## src/rtl/wb_write_arbiter_pkg.sv

```systemverilog
// rtl/wb_write_arbiter_pkg.sv - shared register-file widths and writeback source encoding
//   XLEN     : register width
//   REG_AW   : register address width
//   NUM_REGS : architectural register count
//   ZERO_REG : hardwired-zero register address; writes to it are dropped
package wb_write_arbiter_pkg;

    localparam int XLEN     = 32;
    localparam int NUM_REGS = 32;
    localparam int REG_AW   = $clog2(NUM_REGS);

    localparam logic [REG_AW-1:0] ZERO_REG = '0;

    // Which requester owns the register-file write port this cycle.
    typedef enum logic [1:0] {
        SRC_NONE = 2'd0,
        SRC_PIPE = 2'd1,
        SRC_FIFO = 2'd2
    } wb_src_e;

endpackage

```

## src/rtl/wb_fifo.sv

```systemverilog
// rtl/wb_fifo.sv - long-unit result queue with per-entry valid and address-match kill
//   clk, reset            : clock, async active-low reset
//   push, push_waddr/wdata: enqueue one result
//   pop                   : drop the head entry (written or not)
//   kill, kill_addr       : invalidate every valid entry targeting kill_addr
//   head_valid/waddr/wdata: head entry
//   empty, full, count    : occupancy (invalidated entries still occupy a slot)
import wb_write_arbiter_pkg::*;

module wb_fifo #(
    parameter int DEPTH = 2
) (
    input  logic                         clk,
    input  logic                         reset,
    input  logic                         push,
    input  logic [REG_AW-1:0]            push_waddr,
    input  logic [XLEN-1:0]              push_wdata,
    input  logic                         pop,
    input  logic                         kill,
    input  logic [REG_AW-1:0]            kill_addr,
    output logic                         head_valid,
    output logic [REG_AW-1:0]            head_waddr,
    output logic [XLEN-1:0]              head_wdata,
    output logic                         empty,
    output logic                         full,
    output logic [$clog2(DEPTH):0]       count
);

    localparam int PW = $clog2(DEPTH);
    localparam int CW = PW + 1;

    logic [DEPTH-1:0]  valid_q;
    logic [REG_AW-1:0] addr_q [DEPTH];
    logic [XLEN-1:0]   data_q [DEPTH];
    logic [PW-1:0]     wr_ptr;
    logic [PW-1:0]     rd_ptr;

    assign head_valid = valid_q[rd_ptr];
    assign head_waddr = addr_q[rd_ptr];
    assign head_wdata = data_q[rd_ptr];
    assign empty      = (count == '0);
    assign full       = (count == CW'(DEPTH));

    // Payload needs no reset: it is only observed through valid_q.
    always_ff @(posedge clk) begin
        if (push) begin
            addr_q[wr_ptr] <= push_waddr;
            data_q[wr_ptr] <= push_wdata;
        end
    end

    always_ff @(posedge clk or negedge reset) begin
        if (!reset) begin
            valid_q <= '0;
            wr_ptr  <= '0;
            rd_ptr  <= '0;
            count   <= '0;
        end else begin
            for (int i = 0; i < DEPTH; i++) begin
                if (kill && valid_q[i] && (addr_q[i] == kill_addr)) begin
                    valid_q[i] <= 1'b0;
                end
            end
            if (pop) begin
                valid_q[rd_ptr] <= 1'b0;
                rd_ptr          <= rd_ptr + PW'(1);
            end
            // A result arriving in the same cycle the pipeline writes its
            // register is older than that write, so it is enqueued dead.
            if (push) begin
                valid_q[wr_ptr] <= !(kill && (push_waddr == kill_addr));
                wr_ptr          <= wr_ptr + PW'(1);
            end
            case ({push, pop})
                2'b10:   count <= count + CW'(1);
                2'b01:   count <= count - CW'(1);
                default: count <= count;
            endcase
        end
    end

endmodule

```

## src/rtl/wb_write_arbiter.sv

```systemverilog
// rtl/wb_write_arbiter.sv - register-file write port arbiter: pipeline vs long-latency unit
//   clk, reset                     : clock, async active-low reset
//   pipe_we/pipe_waddr/pipe_wdata  : in-order pipeline writeback (highest priority)
//   lu_valid/lu_waddr/lu_wdata     : long-unit result, accepted when lu_ready
//   lu_ready                       : combinational, result buffer not full
//   we/waddr/wdata                 : registered register-file write
//   stall_req                      : registered, ask upstream to hold pipe_we
//   lu_pending                     : buffer occupancy saturating at 3
import wb_write_arbiter_pkg::*;

module wb_write_arbiter #(
    parameter int FIFO_DEPTH   = 2,
    parameter int STARVE_LIMIT = 4
) (
    input  logic              clk,
    input  logic              reset,
    input  logic              pipe_we,
    input  logic [REG_AW-1:0] pipe_waddr,
    input  logic [XLEN-1:0]   pipe_wdata,
    input  logic              lu_valid,
    input  logic [REG_AW-1:0] lu_waddr,
    input  logic [XLEN-1:0]   lu_wdata,
    output logic              lu_ready,
    output logic              we,
    output logic [REG_AW-1:0] waddr,
    output logic [XLEN-1:0]   wdata,
    output logic              stall_req,
    output logic [1:0]        lu_pending
);

    localparam int CW = $clog2(FIFO_DEPTH) + 1;
    localparam int SW = $clog2(STARVE_LIMIT + 1);

    logic              fifo_empty;
    logic              fifo_full;
    logic [CW-1:0]     fifo_count;
    logic              head_valid;
    logic [REG_AW-1:0] head_waddr;
    logic [XLEN-1:0]   head_wdata;
    logic              pipe_ok;
    logic              lu_push;
    wb_src_e           src;
    logic [SW-1:0]     starve_cnt;
    logic [SW-1:0]     starve_next;

    assign pipe_ok  = pipe_we && (pipe_waddr != ZERO_REG);
    // Gated by reset so nothing is acknowledged while the buffer is held clear.
    assign lu_ready = reset && !fifo_full;
    assign lu_push  = lu_valid && lu_ready && (lu_waddr != ZERO_REG);

    assign lu_pending = (fifo_count >= CW'(3)) ? 2'd3 : fifo_count[1:0];

    always_comb begin
        src = SRC_NONE;
        if (pipe_ok) begin
            src = SRC_PIPE;
        end else if (!fifo_empty) begin
            src = SRC_FIFO;
        end
    end

    // Popping a killed head is still a FIFO grant: the slot made progress.
    always_comb begin
        starve_next = starve_cnt;
        if (fifo_empty || (src == SRC_FIFO)) begin
            starve_next = '0;
        end else if (starve_cnt < SW'(STARVE_LIMIT)) begin
            starve_next = starve_cnt + SW'(1);
        end
    end

    wb_fifo #(
        .DEPTH (FIFO_DEPTH)
    ) u_fifo (
        .clk        (clk),
        .reset      (reset),
        .push       (lu_push),
        .push_waddr (lu_waddr),
        .push_wdata (lu_wdata),
        .pop        (src == SRC_FIFO),
        .kill       (pipe_ok),
        .kill_addr  (pipe_waddr),
        .head_valid (head_valid),
        .head_waddr (head_waddr),
        .head_wdata (head_wdata),
        .empty      (fifo_empty),
        .full       (fifo_full),
        .count      (fifo_count)
    );

    always_ff @(posedge clk or negedge reset) begin
        if (!reset) begin
            we         <= 1'b0;
            waddr      <= '0;
            wdata      <= '0;
            stall_req  <= 1'b0;
            starve_cnt <= '0;
        end else begin
            starve_cnt <= starve_next;
            stall_req  <= (starve_cnt == SW'(STARVE_LIMIT));
            case (src)
                SRC_PIPE: begin
                    we    <= 1'b1;
                    waddr <= pipe_waddr;
                    wdata <= pipe_wdata;
                end
                SRC_FIFO: begin
                    we <= head_valid;
                    if (head_valid) begin
                        waddr <= head_waddr;
                        wdata <= head_wdata;
                    end
                end
                default: we <= 1'b0;
            endcase
        end
    end

endmodule
```

## config.mk

```make
export PLATFORM = sky130hd
export DESIGN_NAME = wb_write_arbiter
export DESIGN_NICKNAME = d
export VERILOG_FILES = /design/src/rtl/wb_write_arbiter_pkg.sv /design/src/rtl/wb_fifo.sv /design/src/rtl/wb_write_arbiter.sv
export SDC_FILE = /design/constraint.sdc
export NUM_CORES = 1
export LEC_CHECK = 0
export ABC_CLOCK_PERIOD_IN_PS = 2000
export CORE_MARGIN = 2
export CORE_UTILIZATION = 45
export DETAILED_ROUTE_END_ITERATION = 8
export PLACE_DENSITY = 0.81
export RECOVER_POWER = 100
export SYNTH_ARGS = -nofsm -noshare
export SYNTH_HDL_FRONTEND = slang
export SYNTH_SLANG_ARGS = --single-unit
```

## constraint.sdc

```tcl
create_clock -name clk -period 2 [get_ports clk]
set_input_delay 0.6 -clock clk [delete_from_list [all_inputs] [get_ports clk]]
set_output_delay 0.6 -clock clk [all_outputs]
set_load 0.05 [all_outputs]
```

==> impl_results.md <==
* Max-cap viol count at 0
* Footprint of the multi-input gates at 1640 um^2
* Leak at between 2 and 3 nW
* Crit path max-delay cell type: o41a_4
* Layout cells sized above 1 at around a quarter
* Clk sinks at 122
* Initial Util at 45.6%
* Endpoints failing hold at 0
* Final hold slack at 0.538 ns
* DRC at 0
* Setup violators final at 0
* Gate Count Post-Synth at about 360
* Pre-CTS worst setup slack at -0.496 ns
* CP max FO at 30
* CTS tree: done
* DIE HEIGHT at 111 um
* Peak Freq at 522 MHz
* Worst EP required at 2.27 ns
* Worst setup EP type: flip-flop
* Critical path buffer and inverter count at 3
* Post-Syn Nets at 438
* Netlist cell types at 32
* Post-synthesis cell area at 5160 um^2
* Vias at 3388
* Worst hold path class: reg -> reg
* Most common cell after layout, fill and taps aside: edfxtp_1
* Run status: finished, final reports clean
* Vias/cell at 5.09
* Core Util, Final at 62.7%
* Clock Root Buffer: clkbuf_16
* Crit path max-delay family: buffers and inverters
* Largest net degree at the start of global routing at 49
* Crit share post-route at 95.9%
* Wire length per cell at 16.6 um
* CTS Buf Count at 17
* Worst-Margin Slew at 1.36 ns
* Syn Area/Cell at 14.5 um^2
* Final net count at 590
* Placed cells at 631
* #FFs+latches synth at 122
* Register area share after synthesis at 66.3%
* Total track usage at 18.6%
* Pwr/cell area at 1410 nW/um^2
* Placer congestion estimate at 0.848
* Kind of critical path: in -> reg
* First-pass GRT wire length at 18200 um
* Register area at 3420 um^2
* Unrepaired setup endpoints after global routing: false
* WL final at 11000 um
* Synthesis-to-finish area growth at 37.4%
* Critical Path AT at 2.18 ns
* Clk_lat worst skew at 0.40 ns
* Worst setup SP type: input port
* Port bufs at approximately 120
* Row count at 39
* Width of the chip at 111 um
* Max clock buf depth at 2
* Final ANT Viol Nets at 0
* Post-DP HPWL at 7380 um
* Max-slew violations at 0
* Yosys warns at 0
* Clk_skew at 0.00874 ns
* Crit path cell chain: clkdlybuf4s50_1 > o41a_4 > clkbuf_1 > buf_4 > nand2_1 > o21ai_0
* Clk slew on worst S/H paths at 0.05 ns
* Worst Setup Slack, final at 0.0828 ns
* Headroom to the max-slew limit at 9.11%
* Most frequent cells in the layout: edfxtp_1 (74), dfrtp_1 (47), clkdlybuf4s50_1 (42)
* Worst path max stage delay at around 0.56 ns
* Initial antenna violation count at 1
* Core Region at about 11000 um^2
* I/O pins at 120
* Iter 0 DRT Violations at 160
* CTS H-tree lvls at 4
* Final Non-Filler Cells at ~670
* Die footprint at 12300 um^2
* Drt pass-1 iters at 5
* # fillers at between 900 and 1000
* Vias in the first global route at 3603
* Worst VDD drop at 774 uV
* Crit path time final at 1.92 ns
* GR Overflow Total at 0
-- kinds of logic after synthesis --
logic type / share of synthesized area, %
XOR/XNOR: 3.71
multiplexers: 15.6
AND/OR/NAND/NOR: 5.62
adder cells (fa/ha/maj): 0.727
buffers and inverters: 2.71
flip-flops: 66.3
AO/OA/AOI/OAI: 5.31
-- worst register-to-register path, cell delays in order, from the launching register on --
cell and delay (ns):
dfrtp_1 0.43, a21boi_1 0.30, buf_4 0.20, nand4_1 0.18, clkinvlp_4 0.15, buf_6 0.23
-- report_power, final --
group | switching, mW | internal [mW]
logic | 2.18 | 1.33
clock network | 1.08 | 1.95
registers | 0.246 | 3.21
total | 3.51 | 6.49
-- metrics by stage --
step                      setup TNS, ns  total power, mW  instance area [um^2]
after floorplan                   -5.62             6.08                  5230
after global placement           -32.65             7.23                  6710
after global routing                  0             10.4                  7090
after detailed placement         -36.74             7.34                  6710
final                                 0             10.0                  7090
after CTS                             0             10.4                  7300
-- cell type report --
class | count | share of cell area (%)
clock inverter | 13 | 2.13
clock buffer | 19 | 6.10
inverter | 8 | 0.529
tap | 143 | 2.52
timing repair buffer | 154 | 17.4
antenna | 1 | 0.0353
sequential | 122 | 48.3
multi-input combinational | 206 | 23.1
-- synth_stat cells (all sizes together) --
cell type	count	area [um^2]
xnor2	12	105
dfrtp	48	1200
ha	3	37.5
nor4	3	18.8
nor2	6	48.8
buf	10	68.8
and2	1	6.26
mux2i	39	390
nand3	4	20.0
o41a	1	11.3
o21ai	38	190
nand4	2	12.5
a41o	2	20.0
edfxtp	74	2220
clkbuf	11	41.3
xor2	9	86.3
o41ai	1	27.5
nor3	5	25.0
or2	1	8.76
inv	8	30.0
nand2	38	143
a21boi	1	7.51
o32ai	2	17.5
mux2	37	417
nor3b	1	7.51
-- routing by layer --
metal	GRT usage, %	wire [um]
met5	0	0
met4	6.01	104
met3	5.52	561
met2	31.2	5640
met1	23.4	4720
-- flip-flops by register name, indices dropped and copies added (netlist names) --
name,flops
u_fifo.addr_q,10
waddr,5
u_fifo.wr_ptr,1
u_fifo.valid_q,2
u_fifo.count,2
wdata,32
stall_req,1
u_fifo.data_q,64
we,1
starve_cnt,3
u_fifo.rd_ptr,1
-- worst paths after layout --
path / startpoint / endpoint / slack (ns) / cells after the start
max: pipe_waddr[4] / wdata[21]$_DFFE_PN0P_ / 0.08 / 6
min: u_fifo.wr_ptr$_DFFE_PN0N_ / u_fifo.wr_ptr$_DFFE_PN0N_ / 0.54 / 1
max reg2reg: u_fifo.count[1]$_DFFE_PN0P_ / u_fifo.data_q[0][1]$_DFFE_PP_ / 0.19 / 5
min reg2reg: u_fifo.wr_ptr$_DFFE_PN0N_ / u_fifo.wr_ptr$_DFFE_PN0N_ / 0.54 / 1
max in group asynchronous: reset / u_fifo.rd_ptr$_DFFE_PN0N_ / 0.41 / 2
min in group asynchronous: reset / wdata[30]$_DFFE_PN0P_ / 0.68 / 2
-- timing repair --
| item | in CTS | in global routing |
|---|---|---|
| hold buffers | 0 | 0 |
| buffers inserted | 0 | 2 |
| setup endpoints to repair | 1 | 71 |
| resized for setup | 3 | 1 |
| pin swaps | 3 | 3 |
Power figures use the tool's default switching activity.
